$ cat src/rtl/sync_fifo_ram.sv
// sync_fifo_ram: single-clock FIFO on a behavioural RAM, two-port or single-port with staging.
// Define SYNC_FIFO_ERR_FLAG_EN to add sticky ovf/udf error flags.
module sync_fifo_ram #(
    parameter int WIDTH    = 32,
    parameter int DEPTH    = 15,
    parameter bit TWO_PORT = 1'b1
) (
    input  logic                   clk,
    input  logic                   rst_n,
    input  logic                   wr,
    input  logic [WIDTH-1:0]       din,
    input  logic                   rd,
    output logic [WIDTH-1:0]       dout,
    output logic [$clog2(DEPTH):0] used_cnt,
    output logic                   empty,
    output logic                   full
`ifdef SYNC_FIFO_ERR_FLAG_EN
    ,
    output logic                   ovf,
    output logic                   udf
`endif
);
    localparam int CW = $clog2(DEPTH) + 1;

    logic [CW-1:0]    used_q, used_d;
    logic [WIDTH-1:0] dout_q, dout_d, head;
    logic             wr_acc, rd_acc;

    assign empty    = used_q == '0;
    assign full     = used_q == CW'(DEPTH);
    assign used_cnt = used_q;
    assign dout     = dout_q;

    always_comb begin
        wr_acc = wr && !full;
        rd_acc = rd && !empty;
        used_d = (wr_acc && !rd_acc) ? used_q + CW'(1) :
                 (rd_acc && !wr_acc) ? used_q - CW'(1) : used_q;
        dout_d = rd_acc ? head : dout_q;
    end

    always_ff @(posedge clk or negedge rst_n) begin
        if (!rst_n) begin
            used_q <= '0;
            dout_q <= '0;
        end else begin
            used_q <= used_d;
            dout_q <= dout_d;
        end
    end

`ifdef SYNC_FIFO_ERR_FLAG_EN
    logic ovf_q, ovf_d, udf_q, udf_d;

    always_comb begin
        ovf_d = ovf_q || (wr && full);
        udf_d = udf_q || (rd && empty);
    end

    always_ff @(posedge clk or negedge rst_n) begin
        if (!rst_n) begin
            ovf_q <= 1'b0;
            udf_q <= 1'b0;
        end else begin
            ovf_q <= ovf_d;
            udf_q <= udf_d;
        end
    end

    assign ovf = ovf_q;
    assign udf = udf_q;
`endif

    if (TWO_PORT) begin : g_tp
        localparam int PW = $clog2(DEPTH);

        logic [WIDTH-1:0] mem [DEPTH];
        logic [PW-1:0]    wp_q, wp_d, rp_q, rp_d;

        assign head = mem[rp_q];

        always_comb begin
            wp_d = wr_acc ? ((wp_q == PW'(DEPTH - 1)) ? '0 : wp_q + PW'(1)) : wp_q;
            rp_d = rd_acc ? ((rp_q == PW'(DEPTH - 1)) ? '0 : rp_q + PW'(1)) : rp_q;
        end

        always_ff @(posedge clk) begin
            if (wr_acc)
                mem[wp_q] <= din;
        end

        always_ff @(posedge clk or negedge rst_n) begin
            if (!rst_n) begin
                wp_q <= '0;
                rp_q <= '0;
            end else begin
                wp_q <= wp_d;
                rp_q <= rp_d;
            end
        end
    end else begin : g_sp
        // Order of contents is head queue, then RAM pairs, then tail queue. The RAM is
        // two words wide so one access per cycle sustains one push plus one pop per cycle.
        localparam int HN = 4;
        localparam int TN = 4;
        localparam int PD = (DEPTH + 1) / 2;
        localparam int PW = PD > 1 ? $clog2(PD) : 1;
        localparam int MW = $clog2(PD + 1);

        logic [2*WIDTH-1:0] mem [PD];
        logic [2*WIDTH-1:0] rdata, wdata;
        logic [WIDTH-1:0]   h_q [HN], h_d [HN], t_q [TN], t_d [TN];
        logic [2:0]         hc_q, hc_d, tc_q, tc_d;
        logic [MW-1:0]      mc_q, mc_d;
        logic [PW-1:0]      wp_q, wp_d, rp_q, rp_d, addr;
        logic               ram_rd, we;
        int                 hc, tc, mc;

        // Refill the head as soon as two slots are free after this cycle's pop.
        assign ram_rd = (mc_q != '0) && (int'(hc_q) - int'(rd_acc) <= HN - 2);
        assign addr   = ram_rd ? rp_q : wp_q;
        assign rdata  = mem[addr];
        assign head   = h_q[0];

        always_comb begin
            h_d   = h_q;
            t_d   = t_q;
            hc    = int'(hc_q);
            tc    = int'(tc_q);
            mc    = int'(mc_q);
            wp_d  = wp_q;
            rp_d  = rp_q;
            we    = 1'b0;
            wdata = '0;
            if (rd_acc) begin
                for (int i = 0; i < HN - 1; i++)
                    h_d[i] = h_d[i + 1];
                hc = hc - 1;
            end
            if (mc == 0) begin
                for (int k = 0; k < TN; k++) begin
                    if (hc < HN && tc > 0) begin
                        for (int i = 0; i < HN; i++)
                            if (i == hc) h_d[i] = t_d[0];
                        for (int i = 0; i < TN - 1; i++)
                            t_d[i] = t_d[i + 1];
                        hc = hc + 1;
                        tc = tc - 1;
                    end
                end
            end
            if (ram_rd) begin
                for (int i = 0; i < HN; i++) begin
                    if (i == hc) h_d[i] = rdata[WIDTH-1:0];
                    if (i == hc + 1) h_d[i] = rdata[2*WIDTH-1:WIDTH];
                end
                hc   = hc + 2;
                mc   = mc - 1;
                rp_d = (rp_q == PW'(PD - 1)) ? '0 : rp_q + PW'(1);
            end else if (tc >= 2 && mc < PD) begin
                we    = 1'b1;
                wdata = {t_d[1], t_d[0]};
                for (int i = 0; i < TN - 2; i++)
                    t_d[i] = t_d[i + 2];
                tc   = tc - 2;
                mc   = mc + 1;
                wp_d = (wp_q == PW'(PD - 1)) ? '0 : wp_q + PW'(1);
            end
            if (wr_acc) begin
                if (mc == 0 && tc == 0 && hc < HN) begin
                    for (int i = 0; i < HN; i++)
                        if (i == hc) h_d[i] = din;
                    hc = hc + 1;
                end else begin
                    for (int i = 0; i < TN; i++)
                        if (i == tc) t_d[i] = din;
                    tc = tc + 1;
                end
            end
            hc_d = 3'(hc);
            tc_d = 3'(tc);
            mc_d = MW'(mc);
        end

        always_ff @(posedge clk) begin
            if (we)
                mem[addr] <= wdata;
        end

        always_ff @(posedge clk or negedge rst_n) begin
            if (!rst_n) begin
                for (int i = 0; i < HN; i++)
                    h_q[i] <= '0;
                for (int i = 0; i < TN; i++)
                    t_q[i] <= '0;
                hc_q <= '0;
                tc_q <= '0;
                mc_q <= '0;
                wp_q <= '0;
                rp_q <= '0;
            end else begin
                h_q  <= h_d;
                t_q  <= t_d;
                hc_q <= hc_d;
                tc_q <= tc_d;
                mc_q <= mc_d;
                wp_q <= wp_d;
                rp_q <= rp_d;
            end
        end
    end
endmodule

$ cat config.mk
export PLATFORM = sky130hd
export DESIGN_NAME = sync_fifo_ram
export DESIGN_NICKNAME = d
export VERILOG_FILES = /design/src/rtl/sync_fifo_ram.sv
export SDC_FILE = /design/constraint.sdc
export NUM_CORES = 1
export LEC_CHECK = 0
export ABC_AREA = 1
export BUFFER_PORTS_ARGS = -buffer_cell sky130_fd_sc_hd__buf_2
export CAP_MARGIN = 20
export CORE_ASPECT_RATIO = 0.6
export CORE_MARGIN = 2
export CORE_UTILIZATION = 48
export CTS_CLUSTER_SIZE = 24
export DETAILED_ROUTE_END_ITERATION = 8
export GPL_TIMING_DRIVEN = 0
export PLACE_DENSITY = 0.7
export SLEW_MARGIN = 20
export SYNTH_ARGS = -nofsm -noshare
export SYNTH_HDL_FRONTEND = slang
export SYNTH_SLANG_ARGS = --single-unit
$ cat constraint.sdc
create_clock -name clk -period 4.6 [get_ports clk]
set_clock_uncertainty 0.2 [all_clocks]
set_input_delay 0.23 -clock clk [delete_from_list [all_inputs] [get_ports clk]]
set_output_delay 0.23 -clock clk [all_outputs]
set_load 0.02 [all_outputs]
==> results.txt, run 1 <==
The post-route antenna net violation count came out at 0. The hold violation total from the final report came to 0. The placeable core region came out at 44,890 um2. The synthesized-area fraction occupied by and/or/nand/nor cells came out at 20.27%. Setup repair after global routing left no endpoint under its margin. The number of cells traversed by the worst register-to-register path came out at 13.

The synthesized design spends more area on one cell type than any other, namely edfxtp_1. The TritonCTS sink count is 525. The post-synthesis average cell area came out at 10.89 um2. The worst hold path was traced through 4 stages. The count of max-cap constraint violations is 0.

For this run, asynchronously set or reset flops after synthesis account for 8.571%. The worst stage delay on the critical path is 0.76 ns. TritonCTS built the clock tree.

The final worst hold slack is 0.04781 ns. The highest net fanout along the worst path is 10. The die outline width came out at 279.8 um. On the critical path, the stage with the largest delay is an instance of clkbuf_1. The initial utilization of the core area, before any placement, comes to 48.80%.

The distinct cell type count of the synthesized netlist is 31. The first detailed-routing pass took 5 iterations. The number of antenna violations at the first check in global routing is 0.

STA classifies the critical path endpoint as a register. At the pin with the least slew margin, the transition time is 0.9520 ns. The fraction of synthesized cell area taken by the top area cell type is 65.79%. The cell area power density is 627.2 nW/um2. The total setup buffers inserted after CTS is 0. Summing all non-filler instances in the final layout gives an area of 25,550 um2.

The clock transition at the registers of the reported paths is 0.07 ns. The count of flip-flops with a built-in enable after synthesis came out at 480. The final worst-path setup slack came out at 1.010 ns. The die extent in y came out at 169.5 um. The net count of the mapped netlist came out at 2,053. In the final layout, the share of cells above drive strength 1 is 12.71%. Global routing consumed, on the met1 layer, 39.80% of the routing resources. Among all flip-flop cells after synthesis, the most frequent one is edfxtp_1. The final weighted congestion in routability-driven placement came out at 0.8674.

The final critical-path share of the clock period is 78.05%. The category of the worst setup path launch point is a register. The violation count after the first detailed-route iteration is 2,145. The instance count after placement with tap cells included came out at 2,701. The wire length of the first global-routing pass came out at 90,930 um. The via count of the first global-routing pass came out at 14,570. The global routing met3 resource utilization came out at 6.759%.

The area added between synthesis and finish came out at 16.60%. The maximum level of the CTS H-tree is 2. The global routing stage identified its most utilized layer as met1. The area taken by flip-flops and latches came out at 15,540 um2.

In the synthesized netlist, the cells that appear most often are 698 x nand2_1, 480 x edfxtp_1, 231 x nand3_1. By area the synthesized netlist is led by edfxtp_1 66%, nand2_1 12%, nand3_1 5.3%. The flow ran to the end, and the final reports show no timing, DRC or antenna violations.

Among all cell types in the netlist, the one instantiated most often is nand2_1. The area of the mapped netlist came out at 21,910 um2. The fill cell total of the finished layout is 3,705.

The buffer type at the clock tree root is clkbuf_16. The number of instances in the synthesized netlist came out at 2,012. The total number of vias came out at 15,310. 0 antenna diodes ended up in the layout.

In this run the deepest clock path goes through 3 buffers. The post-synthesis xor/xnor area fraction came out at 0.1599%. The max-slew violation count came out at 0. The total routing resource utilization after global routing came out at 26.22%. The floorplan step defined a die boundary enclosing 47,430 um2. The wire length per cell after detailed routing is 21.83 um. After the flow finishes, the layout carries non-filler instances totaling 2,824.

In this run the tightest slew margin relative to its limit is 36.53%. The placed standard-cell area is 23,650 um2. Entering global routing, the biggest net connects 34 pins.

The combinational family with the most area after synthesis is simple AND/OR/NAND/NOR gates. The maximum VDD drop is 0.3188 mV. The net count of the finished layout came out at 2,238.

Walking the worst path, the cells encountered are nor2_1, nand3_2, nand2_2, clkbuf_1, ha_1, inv_1, ha_1, nand2_1, nand2_1, a21oi_1, xor2_1, nand2_1, nand2_1. After synthesis, the share of cell area in mux cells is 0%. The logic depth of the worst path, buffers included is 13.

In this run, CTS created clock tree buffers numbering 47. The setup TNS after final layout is 0 ns. The overall power after layout came out at 16.02 mW. The share of synthesized cell area in full adder, half adder and majority cells is 0.3198%. Setup violations remaining at the end of the flow were counted as 0. The clock latency reported for the late side of the worst-skew pair is 0.57 ns. The count of buffers inserted at the top-level ports is 74.

The leakage power came out at 10.48 nW. Grouping stages by cell kind, the critical path spends the most delay in simple AND/OR/NAND/NOR gates. For the finished layout, the period the worst path requires is 3.590 ns. The number of buffers and inverters on the critical path came out at 2. The aggregate global routing overflow came out at 0. The worst setup path is of the register to register kind. The final HPWL from detailed placement came out at 41,970 um. The total length of routed wires came out at 61,640 um. The compound-gate portion of the synthesized area came out at 1.719%. The required time at the endpoint of the critical path is 4.91 ns. The count of synthesis-stage warnings from yosys came out at 0. 75 I/O pins were placed.

The post-detailed-route DRC marker count came out at 0. The data arrival time of the critical path is 3.90 ns. Among the stages of the critical path, the cell type that occurs most often is nand2_1. The maximum clock frequency is 278.5 MHz. The placement row count came out at 60. The sequential cell area fraction in the yosys report is 70.93%.

The synthesis-stage register bit count came out at 525. The core utilization of the finished layout is 56.90%. In the routed layout, each cell is associated on average with a via count of 5.421. At the placement stage, the worst setup path has a slack of 0.9857 ns. The worst hold path belongs to the class primary input to register. The multi-input combinational cells in the finished layout cover a total of 5031 um2. The global-route met2 utilization is 37.97%.
-- flip-flops by register name, summed over array words and instances (netlist names) --
name       flops
g_tp.wp_q      4
used_cnt       5
g_tp.rp_q      4
dout          32
g_tp.mem     480
-- placed cells by master (no fill, tap or decap), types with 15 or more instances in the layout --
| cell | n |
|---|---|
| nand2_1 | 698 |
| edfxtp_1 | 480 |
| nand3_1 | 231 |
| inv_1 | 217 |
| buf_2 | 121 |
| nor2_1 | 113 |
| clkbuf_16 | 49 |
| a21oi_1 | 47 |
| dfrtp_1 | 45 |
| buf_4 | 37 |
| dlygate4sd3_1 | 36 |
| clkbuf_1 | 21 |
| o21ai_0 | 19 |
| nand4_1 | 15 |
| nor2_4 | 15 |
-- cell families after synthesis --
family | count (synthesis)
DFF | 525
adders and majority gates | 5
buffers and inverters | 320
xor gates and xnor gates | 4
AOI/OAI and AO/OA | 74
and+or+nand+nor | 1084
-- cell type report --
cell class / count / share of cell area [%]
Clock inverter: 13 / 0.5388
Tap cell: 589 / 2.885
Clock buffer: 74 / 5.481
Buffer: 95 / 2.336
Multi-Input combinational cell: 1167 / 19.69
Timing Repair Buffer: 136 / 4.908
Inverter: 225 / 3.326
Sequential cell: 525 / 60.83
-- worst paths after layout --
kind	from	end	slack, ns
worst min register to register	dout[22]$_DFFE_PN0P_	dout[22]$_DFFE_PN0P_	0.28
worst min-delay path	rd	dout[13]$_DFFE_PN0P_	0.05
worst max register to register	used_cnt[3]$_DFFE_PN0P_	used_cnt[4]$_DFFE_PN0P_	1.01
max in group asynchronous	rst_n	dout[2]$_DFFE_PN0P_	2.40
min in group asynchronous	rst_n	dout[28]$_DFFE_PN0P_	0.51
worst max-delay path	used_cnt[3]$_DFFE_PN0P_	used_cnt[4]$_DFFE_PN0P_	1.01
-- what timing repair did --
action | in CTS | in global routing
gates resized for setup | 0 | 0
endpoints found under the setup margin | 0 | 0
hold endpoints to repair | 528 | 0
hold buffers | 36 | 0
-- worst register-to-register path, delay by kind of cell, from the launching register on --
kind,cells,cell delay (ns)
AND/OR/NAND/NOR,7,1.00
buffers and inverters,2,0.87
adder cells (fa/ha/maj),2,0.73
AO/OA/AOI/OAI,1,0.17
XOR/XNOR,1,0.16
flip-flops,1,0.42
-- power by group --
part           switching [mW]  internal (mW)  total [mW]
Sequential              0.229           5.82        6.05
Clock                    1.72           2.26        3.98
Combinational            4.27           1.72        5.99
-- routing by layer --
| metal | wire [um] | vias to the layer above |
|---|---|---|
| met2 | 26050 | 902 |
| met1 | 26030 | 7318 |
| met5 | 0 | - |
| met3 | 8460 | 85 |
| li1 | - | 7003 |
| met4 | 1098 | 0 |
Power figures use the tool's default switching activity.
==> inputs of run 2 (changes only) <==
==> constraint.sdc (replaced) <==
create_clock -name clk -period 3.6 [get_ports clk]
set_clock_uncertainty 0.2 [all_clocks]
set_input_delay 0.18 -clock clk [delete_from_list [all_inputs] [get_ports clk]]
set_output_delay 0.18 -clock clk [all_outputs]
set_load 0.02 [all_outputs]
==> run 2 against run 1 <==
Compared with the run above:
- worst setup slack lost 0.39 ns
- sequential cell count did not move
- count of clock-buffer cells in the layout is 4 lower
- sequential power grew 28%
- non-clock buffer count down 6
- worst hold slack gained 0.090 ns
- register-to-register slack worse by 0.39 ns
- via count rose by 0.45%
- routed wire length is 0.85% lower
- final cell count shrank 0.21%
- clock power increased by 31%
==> results.txt, run 2 (synthesis gave the netlist of run 1 again) <==
The number of antenna violations at the first check in global routing is 1. The number of buffers and inverters on the critical path came out at 1. The final critical-path share of the clock period came out at 82.79%. STA classifies the critical path endpoint as a register. The share of post-route cells with drive strength above 1 came out at 12.61%. CTS built an H-tree with a depth of 2. The flip-flop count of the largest register, all copies and words added came out at 480.

In this run, CTS created clock tree buffers numbering 48. The TritonCTS sink count is 525. The number of cells traversed by the worst register-to-register path is 12. The post-route met1 wirelength came out at 26,150 um. In this run the critical register-to-register path is captured at used_cnt[4]$_DFFE_PN0P_. The design draws 20.58 mW. Routability-driven placement finished with a final weighted congestion of 0.8726. The maximum VDD drop came out at 0.4091 mV. The slew at the pin closest to its max-slew limit came out at 0.9799 ns.

The buffer type at the clock tree root is clkbuf_16. g_tp.mem holds more flip-flops than any other register. The via count of the first global-routing pass is 14,480. The run finished with clean final reports.

During placement, the flow inserted port buffers numbering 74. The placement row count came out at 60. The first global-routing pass estimated 90,010 um of wire. The starting density of the core came out at 48.80%. The buffer depth of the longest clock path is 3. The hold violation total from the final report is 0. TritonCTS built the clock tree. The min-delay analysis places its worst path in the category primary input to register. The antenna diode count is 0. The timing startpoint of the critical path is used_cnt[1]$_DFFE_PN0P_. The depth of the worst hold-timing path is 4. The via-per-instance ratio is 5.457.

Detailed placement finished with a half-perimeter wire length of 41,020 um. The post-layout minimum cycle time came out at 2.981 ns. The total routing resource utilization after global routing is 25.92%. On the critical path the largest part of the delay comes from simple AND/OR/NAND/NOR gates. The aggregate global routing overflow is 0.

The worst stage delay on the critical path came out at 0.52 ns. The area of the die came out at 47,430 um2. The total number of vias is 15,380. The highest net fanout along the worst path is 19. The tool flagged a number of max-cap violations equal to 0. The max-slew violation count came to 0. Headroom to the max-slew limit came out at 34.46%. The internal reg-to-reg setup slack came out at 0.62 ns.

The core utilization of the finished layout came out at 56.86%. The slowest library cell on the worst path is nand2_2. The worst hold path begins at rd. After detailed routing, the average wire length per cell comes to 21.69 um. Walking the worst path, the cells encountered are nor2_1, nand3_2, nand2_2, ha_1, inv_1, ha_1, nand2_1, nand2_1, a21oi_1, xor2_1, nand2_1, nand2_1. The highest metal layer with signal wires is met4. Entering global routing, the biggest net connects 31 pins. The category of the worst setup path launch point is a register. The leakage power is 10.47 nW. The die outline width is 279.8 um. Compared with the post-synthesis result, the final layout area differs by 16.51%. In this run, post-CTS repair resized a total of 0 instances.

The placeable core region is 44,890 um2. Setup repair after global routing left no endpoint under its margin. The net count of the finished layout came out at 2,233. The number of placed I/O pins came out at 75. After filler insertion, the fill cell instance count of the layout stands at 3,726. The clock latency reported for the late side of the worst-skew pair is 0.57 ns. The length of routed met3 wiring is 8167 um.

The cell area power density is 806.2 nW/um2. The startpoint-to-endpoint class of the critical path is register to register. Data on the critical path is required at its endpoint by 3.91 ns. Wire segments on met2 add up to 25,660 um in the final route. The clock transition at the registers of the reported paths came out at 0.07 ns. The most numerous cell type found on the critical path is nand2_1.

Derived from the worst setup path, the maximum achievable clock frequency is 335.5 MHz. The total length of routed wires came out at 61,120 um. The first-pass detailed-route iteration total came out at 6. The worst register-to-register path begins at used_cnt[1]$_DFFE_PN0P_. The library cells used most frequently in the layout, excluding fill and tap cells, are 698 x nand2_1, 480 x edfxtp_1, 231 x nand3_1. The setup-violating endpoint count in the final report is 0. Leaving out fill and tap cells, the most frequent cell in the layout is nand2_1. The violation count after the first detailed-route iteration came out at 2,315. In the routed design, unresolved DRC markers number 0. STA puts the critical path data arrival time at 3.29 ns. The worst-case hold path end point is dout[18]$_DFFE_PN0P_. The die is 169.5 um tall. Once detail routing completed, the nets flagged for antenna violations numbered 0.
## run 2: changes by cell type in the layout (fill, tap and decap cells not counted), moves of 2 or more
cell	before	now
clkbuf_1	21	17
buf_4	37	31
buf_8	1	4
bufinv_16	3	5
buf_12	4	8
clkinv_2	1	3
nor3_2	2	0
nor3_4	0	2
buf_16	13	8
## run 2: layer usage
metal | track usage [%] | up-vias
met5 | 0 | -
met4 | 5.534 | 0
met3 | 6.567 | 99
met2 | 37.62 | 912
met1 | 39.47 | 7388
li1 | - | 6978
## run 2: final cells by class
cell class	instances	area, um2	share of cell area [%]
clock inverters	17	203.9	0.7989
flip-flops and latches	525	15540	60.88
well taps	589	737.0	2.887
multi-input cells	1167	5044	19.76
repair buffers	131	1185	4.642
clock buffers	70	1375	5.387
plain buffers	94	593.1	2.323
inverters	225	849.6	3.328
## run 2: per-stage QoR
| step | TNS [ns] | setup WS (ns) | std cells | hold slack [ns] | cell area [um2] |
|---|---|---|---|---|---|
| after floorplan | 0 | 0.4190 | 2012 | -0.3156 | 21920 |
| after global placement | -415.85 | -1.092 | 2675 | 0.2623 | 23030 |
| after detailed placement | 0 | 0.002581 | 2696 | -0.09821 | 23590 |
| after CTS | 0 | 0.6189 | 2818 | 0.1394 | 25530 |
| after global routing | 0 | 0.3941 | 2818 | 0.2045 | 25530 |
| final | 0 | 0.6194 | 2818 | 0.1376 | 25530 |
## run 2: report_power, final
part / switching (mW) / leakage [nW] / total (mW) / internal (mW)
logic: 5.46 / 4.84 / 7.63 / 2.17
clock network: 2.21 / 0.770 / 5.21 / 3.00
registers: 0.298 / 4.87 / 7.74 / 7.44
## run 2: tightest hold or removal path: cells and delay by family
kind          cells  cell delay [ns]
buf+inv           1             0.09
simple gates      3             0.60
## run 2: worst max path at each step
stage | to | slack [ns] | cells after the start
3_5_place_dp | used_cnt[4]$_DFFE_PN0P_ | 0.003 | 13
3_3_place_gp | g_tp.mem[4][31]$_DFFE_PP_ | -1.09 | 5
2_1_floorplan | g_tp.mem[7][0]$_DFFE_PP_ | 0.42 | 5
5_1_grt | used_cnt[4]$_DFFE_PN0P_ | 0.39 | 12
4_1_cts | used_cnt[4]$_DFFE_PN0P_ | 0.62 | 12
6_report | used_cnt[4]$_DFFE_PN0P_ | 0.62 | 12
## run 2: repair_timing
action,in CTS,in global routing
setup endpoints to repair,1,0
hold endpoints to repair,528,0
buffers inserted,0,0
hold buffers,36,0
